==> src/rtl/mem320_access_arbiter.sv <==
`default_nettype none
// ============================================================================
// mem320_access_arbiter
//   Shares the 320x320 pixel memory read port between display and processor,
//   gated by the Done640-triggered load sequence.
//   Revision: 1.0 - initial release
// ============================================================================
module mem320_access_arbiter #(
  parameter int MEM_DEPTH   = 102400,
  parameter int LOAD_CYCLES = 4,
  parameter int DISP_STREAK = 4
) (
  input  logic        clk,
  input  logic        rst_n,
  input  logic        Done640,
  output logic        ready,
  input  logic        disp_req,
  input  logic [17:0] disp_addr,
  output logic        disp_gnt,
  output logic        disp_valid,
  output logic [7:0]  disp_data,
  output logic        disp_err,
  input  logic        proc_req,
  input  logic [17:0] proc_addr,
  output logic        proc_gnt,
  output logic        proc_valid,
  output logic [7:0]  proc_data,
  output logic        proc_err,
  output logic [17:0] mem_address,
  input  logic [7:0]  mem_result
);

  typedef enum logic [1:0] {
    ST_UNLOADED = 2'd0,
    ST_LOADING  = 2'd1,
    ST_SERVING  = 2'd2
  } state_t;

  localparam logic [18:0] c_depth      = 19'(MEM_DEPTH);
  localparam logic [7:0]  c_load_last  = 8'(LOAD_CYCLES - 1);
  localparam logic [3:0]  c_streak_max = 4'(DISP_STREAK);

  state_t      r_state, w_state_nxt;
  logic [7:0]  r_load_cnt, w_load_cnt_nxt;
  logic        w_ready_nxt;
  logic        r_done_q;
  logic        w_rise;
  logic [3:0]  r_streak;
  logic        r_pend, r_pend_disp, r_pend_oor;
  logic        w_serve;
  logic        w_disp_elig, w_proc_elig;
  logic        w_disp_win, w_proc_win;
  logic [17:0] w_win_addr;
  logic        w_win_oor;

  assign w_rise = Done640 & ~r_done_q;

  always_ff @(posedge clk or negedge rst_n) begin
    if (!rst_n) begin
      r_state    <= ST_UNLOADED;
      r_load_cnt <= '0;
      ready      <= 1'b0;
    end else begin
      r_state    <= w_state_nxt;
      r_load_cnt <= w_load_cnt_nxt;
      ready      <= w_ready_nxt;
    end
  end

  // A Done640 rising edge restarts the load from any state.
  always_comb begin
    w_state_nxt    = r_state;
    w_load_cnt_nxt = r_load_cnt;
    w_ready_nxt    = ready;
    case (r_state)
      ST_UNLOADED: begin
        if (w_rise) begin
          w_state_nxt    = ST_LOADING;
          w_load_cnt_nxt = '0;
        end
      end
      ST_LOADING: begin
        if (w_rise) begin
          w_load_cnt_nxt = '0;
        end else if (r_load_cnt == c_load_last) begin
          w_state_nxt = ST_SERVING;
          w_ready_nxt = 1'b1;
        end else begin
          w_load_cnt_nxt = r_load_cnt + 8'd1;
        end
      end
      ST_SERVING: begin
        if (w_rise) begin
          w_state_nxt    = ST_LOADING;
          w_load_cnt_nxt = '0;
          w_ready_nxt    = 1'b0;
        end
      end
      default: begin
        w_state_nxt    = ST_UNLOADED;
        w_load_cnt_nxt = '0;
        w_ready_nxt    = 1'b0;
      end
    endcase
  end

  // A requester whose grant is currently showing is ignored for this edge.
  assign w_serve     = (r_state == ST_SERVING) & ~w_rise;
  assign w_disp_elig = w_serve & disp_req & ~disp_gnt;
  assign w_proc_elig = w_serve & proc_req & ~proc_gnt;
  assign w_proc_win  = w_proc_elig & (~w_disp_elig | (r_streak == c_streak_max));
  assign w_disp_win  = w_disp_elig & ~w_proc_win;
  assign w_win_addr  = w_proc_win ? proc_addr : disp_addr;
  assign w_win_oor   = ({1'b0, w_win_addr} >= c_depth);

  always_ff @(posedge clk or negedge rst_n) begin
    if (!rst_n) begin
      r_done_q    <= 1'b0;
      r_streak    <= '0;
      r_pend      <= 1'b0;
      r_pend_disp <= 1'b0;
      r_pend_oor  <= 1'b0;
      disp_gnt    <= 1'b0;
      proc_gnt    <= 1'b0;
      disp_valid  <= 1'b0;
      proc_valid  <= 1'b0;
      disp_err    <= 1'b0;
      proc_err    <= 1'b0;
      disp_data   <= '0;
      proc_data   <= '0;
      mem_address <= '0;
    end else begin
      r_done_q <= Done640;
      disp_gnt <= w_disp_win;
      proc_gnt <= w_proc_win;

      // Response for the access granted on the previous edge.
      disp_valid <= r_pend & r_pend_disp;
      proc_valid <= r_pend & ~r_pend_disp;
      disp_err   <= r_pend & r_pend_disp & r_pend_oor;
      proc_err   <= r_pend & ~r_pend_disp & r_pend_oor;
      if (r_pend & r_pend_disp) begin
        disp_data <= r_pend_oor ? 8'h00 : mem_result;
      end
      if (r_pend & ~r_pend_disp) begin
        proc_data <= r_pend_oor ? 8'h00 : mem_result;
      end

      r_pend      <= w_disp_win | w_proc_win;
      r_pend_disp <= w_disp_win;
      r_pend_oor  <= w_win_oor;
      if ((w_disp_win | w_proc_win) & ~w_win_oor) begin
        mem_address <= w_win_addr;
      end

      if (!proc_req || w_proc_win) begin
        r_streak <= '0;
      end else if (w_disp_win && w_proc_elig && (r_streak != c_streak_max)) begin
        r_streak <= r_streak + 4'd1;
      end
    end
  end

endmodule
`default_nettype wire
==> config.mk <==
export PLATFORM = sky130hd
export DESIGN_NAME = mem320_access_arbiter
export DESIGN_NICKNAME = d
export VERILOG_FILES = /design/src/rtl/mem320_access_arbiter.sv
export SDC_FILE = /design/constraint.sdc
export NUM_CORES = 1
export LEC_CHECK = 0
export CAP_MARGIN = 15
export CORE_UTILIZATION = 50
export CTS_CLUSTER_SIZE = 40
export DETAILED_ROUTE_END_ITERATION = 10
export DONT_BUFFER_PORTS = 1
export GPL_ROUTABILITY_DRIVEN = 0
export SLEW_MARGIN = 20
export SYNTH_ARGS = -nofsm -noshare
export SYNTH_HDL_FRONTEND = slang
export SYNTH_SLANG_ARGS = --single-unit
==> constraint.sdc <==
create_clock -name clk -period 2.45 [get_ports clk]
set_input_delay 0.49 -clock clk [delete_from_list [all_inputs] [get_ports clk]]
set_output_delay 0.49 -clock clk [all_outputs]
set_load 0.03 [all_outputs]
==> results.md <==
* Drt drc at 0
* Count of state elements after synthesis at 58
* Final ANT Viol Nets at 0
* Starting Density at 52.83%
* Die area at 5765 sq um
* Period utilization at 79.42%
* Dpl cells at about 340
* Die X-Extent at 75.93 um
* Clock sink total at 58
* Post-route minimum period at between 1500 and 2000 ps
* NumNets Final at approximately 330
* Average size of a mapped cell at between 9 and 10 sq um
* Crit start category: flop
* Max-cap violation count at 0
* Via total after detailed routing at 1,931
* Worst slew margin relative to its limit at about 63%
* # IOs at 90
* Port Buffer Count at 0
* Metal2 WL at 2.627 mm
* Clk root buf: clkbuf_8
* Max Clock Skew at 7.002 ps
* Max IR drop VDD at 0.5392 mV
* Synth Flop Type: dfrtp_1
* Critical path type: flop to flop
* Pre-antenna DRT Iters at 4
* Core Box Area at between 5000 and 6000 sq um
* CP Max Fanout at 4
* Post-Syn Area at 2733 sq um
* Routed Wire Length at about 5.6 mm
* Design Power at 0.003089 W
* Setup violators final at 0
* Final Max Slew Viols at 0
* Crit end category: flop
* Area growth syn-to-layout at 11.95%
* Post-Layout Cell Count at 354
* Die H at roughly 76 um
* Leakage power at approximately 1.5 nW
* Per-cell routed wire length at 15.72 um
* Met1 Wirelength at 2.581 mm
* Final Cell Area at 3059 sq um
* Min-Delay Path Class: input pin to asynchronous set/reset pin
* Global route overflow at 0
* Net Count, Synth at 326
* Antenna Diode Count at 0
* Max Used Layer: met4
* Util after Layout at 59.14%
* R2r setup slk at 500 ps
* Number of gates resized after cts at 0
* EDFF count, synth at 0
* Pwr dens at 1010 nW/um^2
* Worst Tran Pin Value at between 500 and 600 ps
* Number of core rows at 26
* Initial antenna violation count at 0
* Required @ worst endpoint at around 2700 ps
* Unrepaired setup endpoints after global routing: no
* Clk_lat worst skew at about 330 ps
* Cell taking the most area after synthesis: dfrtp_1
* WP data arrival at 2220 ps
* Unique cell type count in the Yosys netlist at 47
* CTS clk-pin slew, worst paths at 70 ps
* Htree depth at 3
* Max Freq at approximately 0.51 GHz
* Vias in the first global route at 1,992
* Share of cells above drive strength 1 at 11.27%
* WL met3 at 268 um
* Setup TNS at 0 ps
* Clock buffer depth at 2
* Synth area leaders: dfrtp_1, inv_1, nand2_1, o21ai_0, a221oi_2
* Share of the synthesized area in the top cell type at 53.11%
* Final hold vios at 0
* Post-Syn Instances at 274
* Yosys warning total at 0
* Dpl hpwl at 3.789 mm
* Sequential cell area fraction in the yosys report at 53.11%
* Largest net degree at the start of global routing at 59
* Num CTS Buffers at 9
* CTS tree: done
* DP Area at 2791 sq um
* Vias per cell at 5.455
* Gr usage total at 21.11%
* Async SR Flop Fraction at 100.0%
* Status: complete, no violations
* DRT iter0 DRCs at ~110
* First-pass GRT wire length at about 9.5 mm
==> path summary, 6_finish.rpt <==
kind / from / to / cells past startpoint
max: r_load_cnt[0] / r_load_cnt[4] / 5
min: rst_n / mem_address[17] / 1
max reg2reg: r_load_cnt[0] / r_load_cnt[4] / 5
min reg2reg: r_load_cnt[7] / r_load_cnt[7] / 1
max in group asynchronous: rst_n / proc_valid / 1
min in group clk: Done640 / r_done_q / 0
==> area by class of cell <==
type                            count  area (sq um)
Inverter                           39         146.4
Multi-Input combinational cell    167          1084
Fill cell                         434          2113
Clock buffer                        9         123.9
Timing Repair Buffer                4         50.05
Clock inverter                      7         116.4
Sequential cell                    58          1451
Tap cell                           70         87.58
==> report_power, final <==
| part | internal (W) | total [W] | switching, W |
|---|---|---|---|
| Combinational | 0.000201 | 0.000452 | 0.000251 |
| Sequential | 0.00114 | 0.00157 | 0.000434 |
| Clock | 0.000675 | 0.00106 | 0.000389 |
==> flip-flops by register name, indices dropped and copies added (netlist names) <==
name         cells
proc_data        8
r_streak         4
r_state          2
r_pend_disp      1
mem_address     18
r_load_cnt       8
disp_valid       1
r_pend_oor       1
ready            1
proc_valid       1
disp_data        8
r_done_q         1
proc_err         1
proc_gnt         1
disp_err         1
r_pend           1
==> cell families after synthesis <==
group	after synthesis	synth area share, %
muxes	5	2.015
buffers and inverters	49	7.234
DFF	58	53.11
and+or+nand+nor	98	18.32
AOI/OAI and AO/OA	60	17.63
adders and majority gates	3	1.374
xor gates and xnor gates	1	0.3206
==> cells in the mapped netlist, drive strengths merged, types with 3 or more instances <==
cell	instances
nor2b	4
ha	3
a221oi	15
clkbuf	6
and2	3
inv	38
nand3	7
nor3	20
nand2	33
mux2i	4
o21ai	24
dfrtp	58
buf	4
nand2b	7
nor2	8
==> critical path, cell delays in order (launching register included) <==
cell and delay, ps:
dfrtp_1 390, ha_1 220, nor4b_1 340, nand4_1 220
o21ai_0 500, a22o_1 220
==> routing by layer <==
layer,global-route usage [%],vias to the layer above
li1,-,962
met1,27.10,905
met2,33.18,55
met3,5.542,9
met4,10.38,0
met5,0,-
==> what timing repair did <==
item | CTS | global route
buffers inserted | 0 | 0
hold buffers | 1 | 0
hold endpoints to repair | 58 | 0
==> per-stage QoR <==
step	setup WS, ps	hold WS [ps]
after detailed placement	472.7	195.6
final	504.2	19.61
after CTS	502.5	22.65
after floorplan	594.1	194.4
after global routing	300.0	34.67
after global placement	559.0	195.5
==> cells in the final DEF (no fill, tap or decap), drive strengths merged, types with 2 or more instances in the layout <==
cell type	Yosys	final
a22o	2	2
nand3b	2	2
nand2b	7	7
o22a	2	2
nor3b	2	2
a21boi	2	2
buf	4	4
and3	2	2
clkbuf	6	9
nand4	2	2
a22oi	2	2
nor2b	4	4
nor2	8	8
and2b	2	2
mux2i	4	4
dfrtp	58	58
nand3	7	7
inv	38	39
o21ai	24	24
a32o	2	2
ha	3	3
a21o	2	2
o311ai	2	2
clkinv	1	3
and2	3	3
a221oi	15	15
bufinv	0	3
nor3	20	20
nand2	33	33
a21oi	2	2
(Power assumes the default switching activity.)
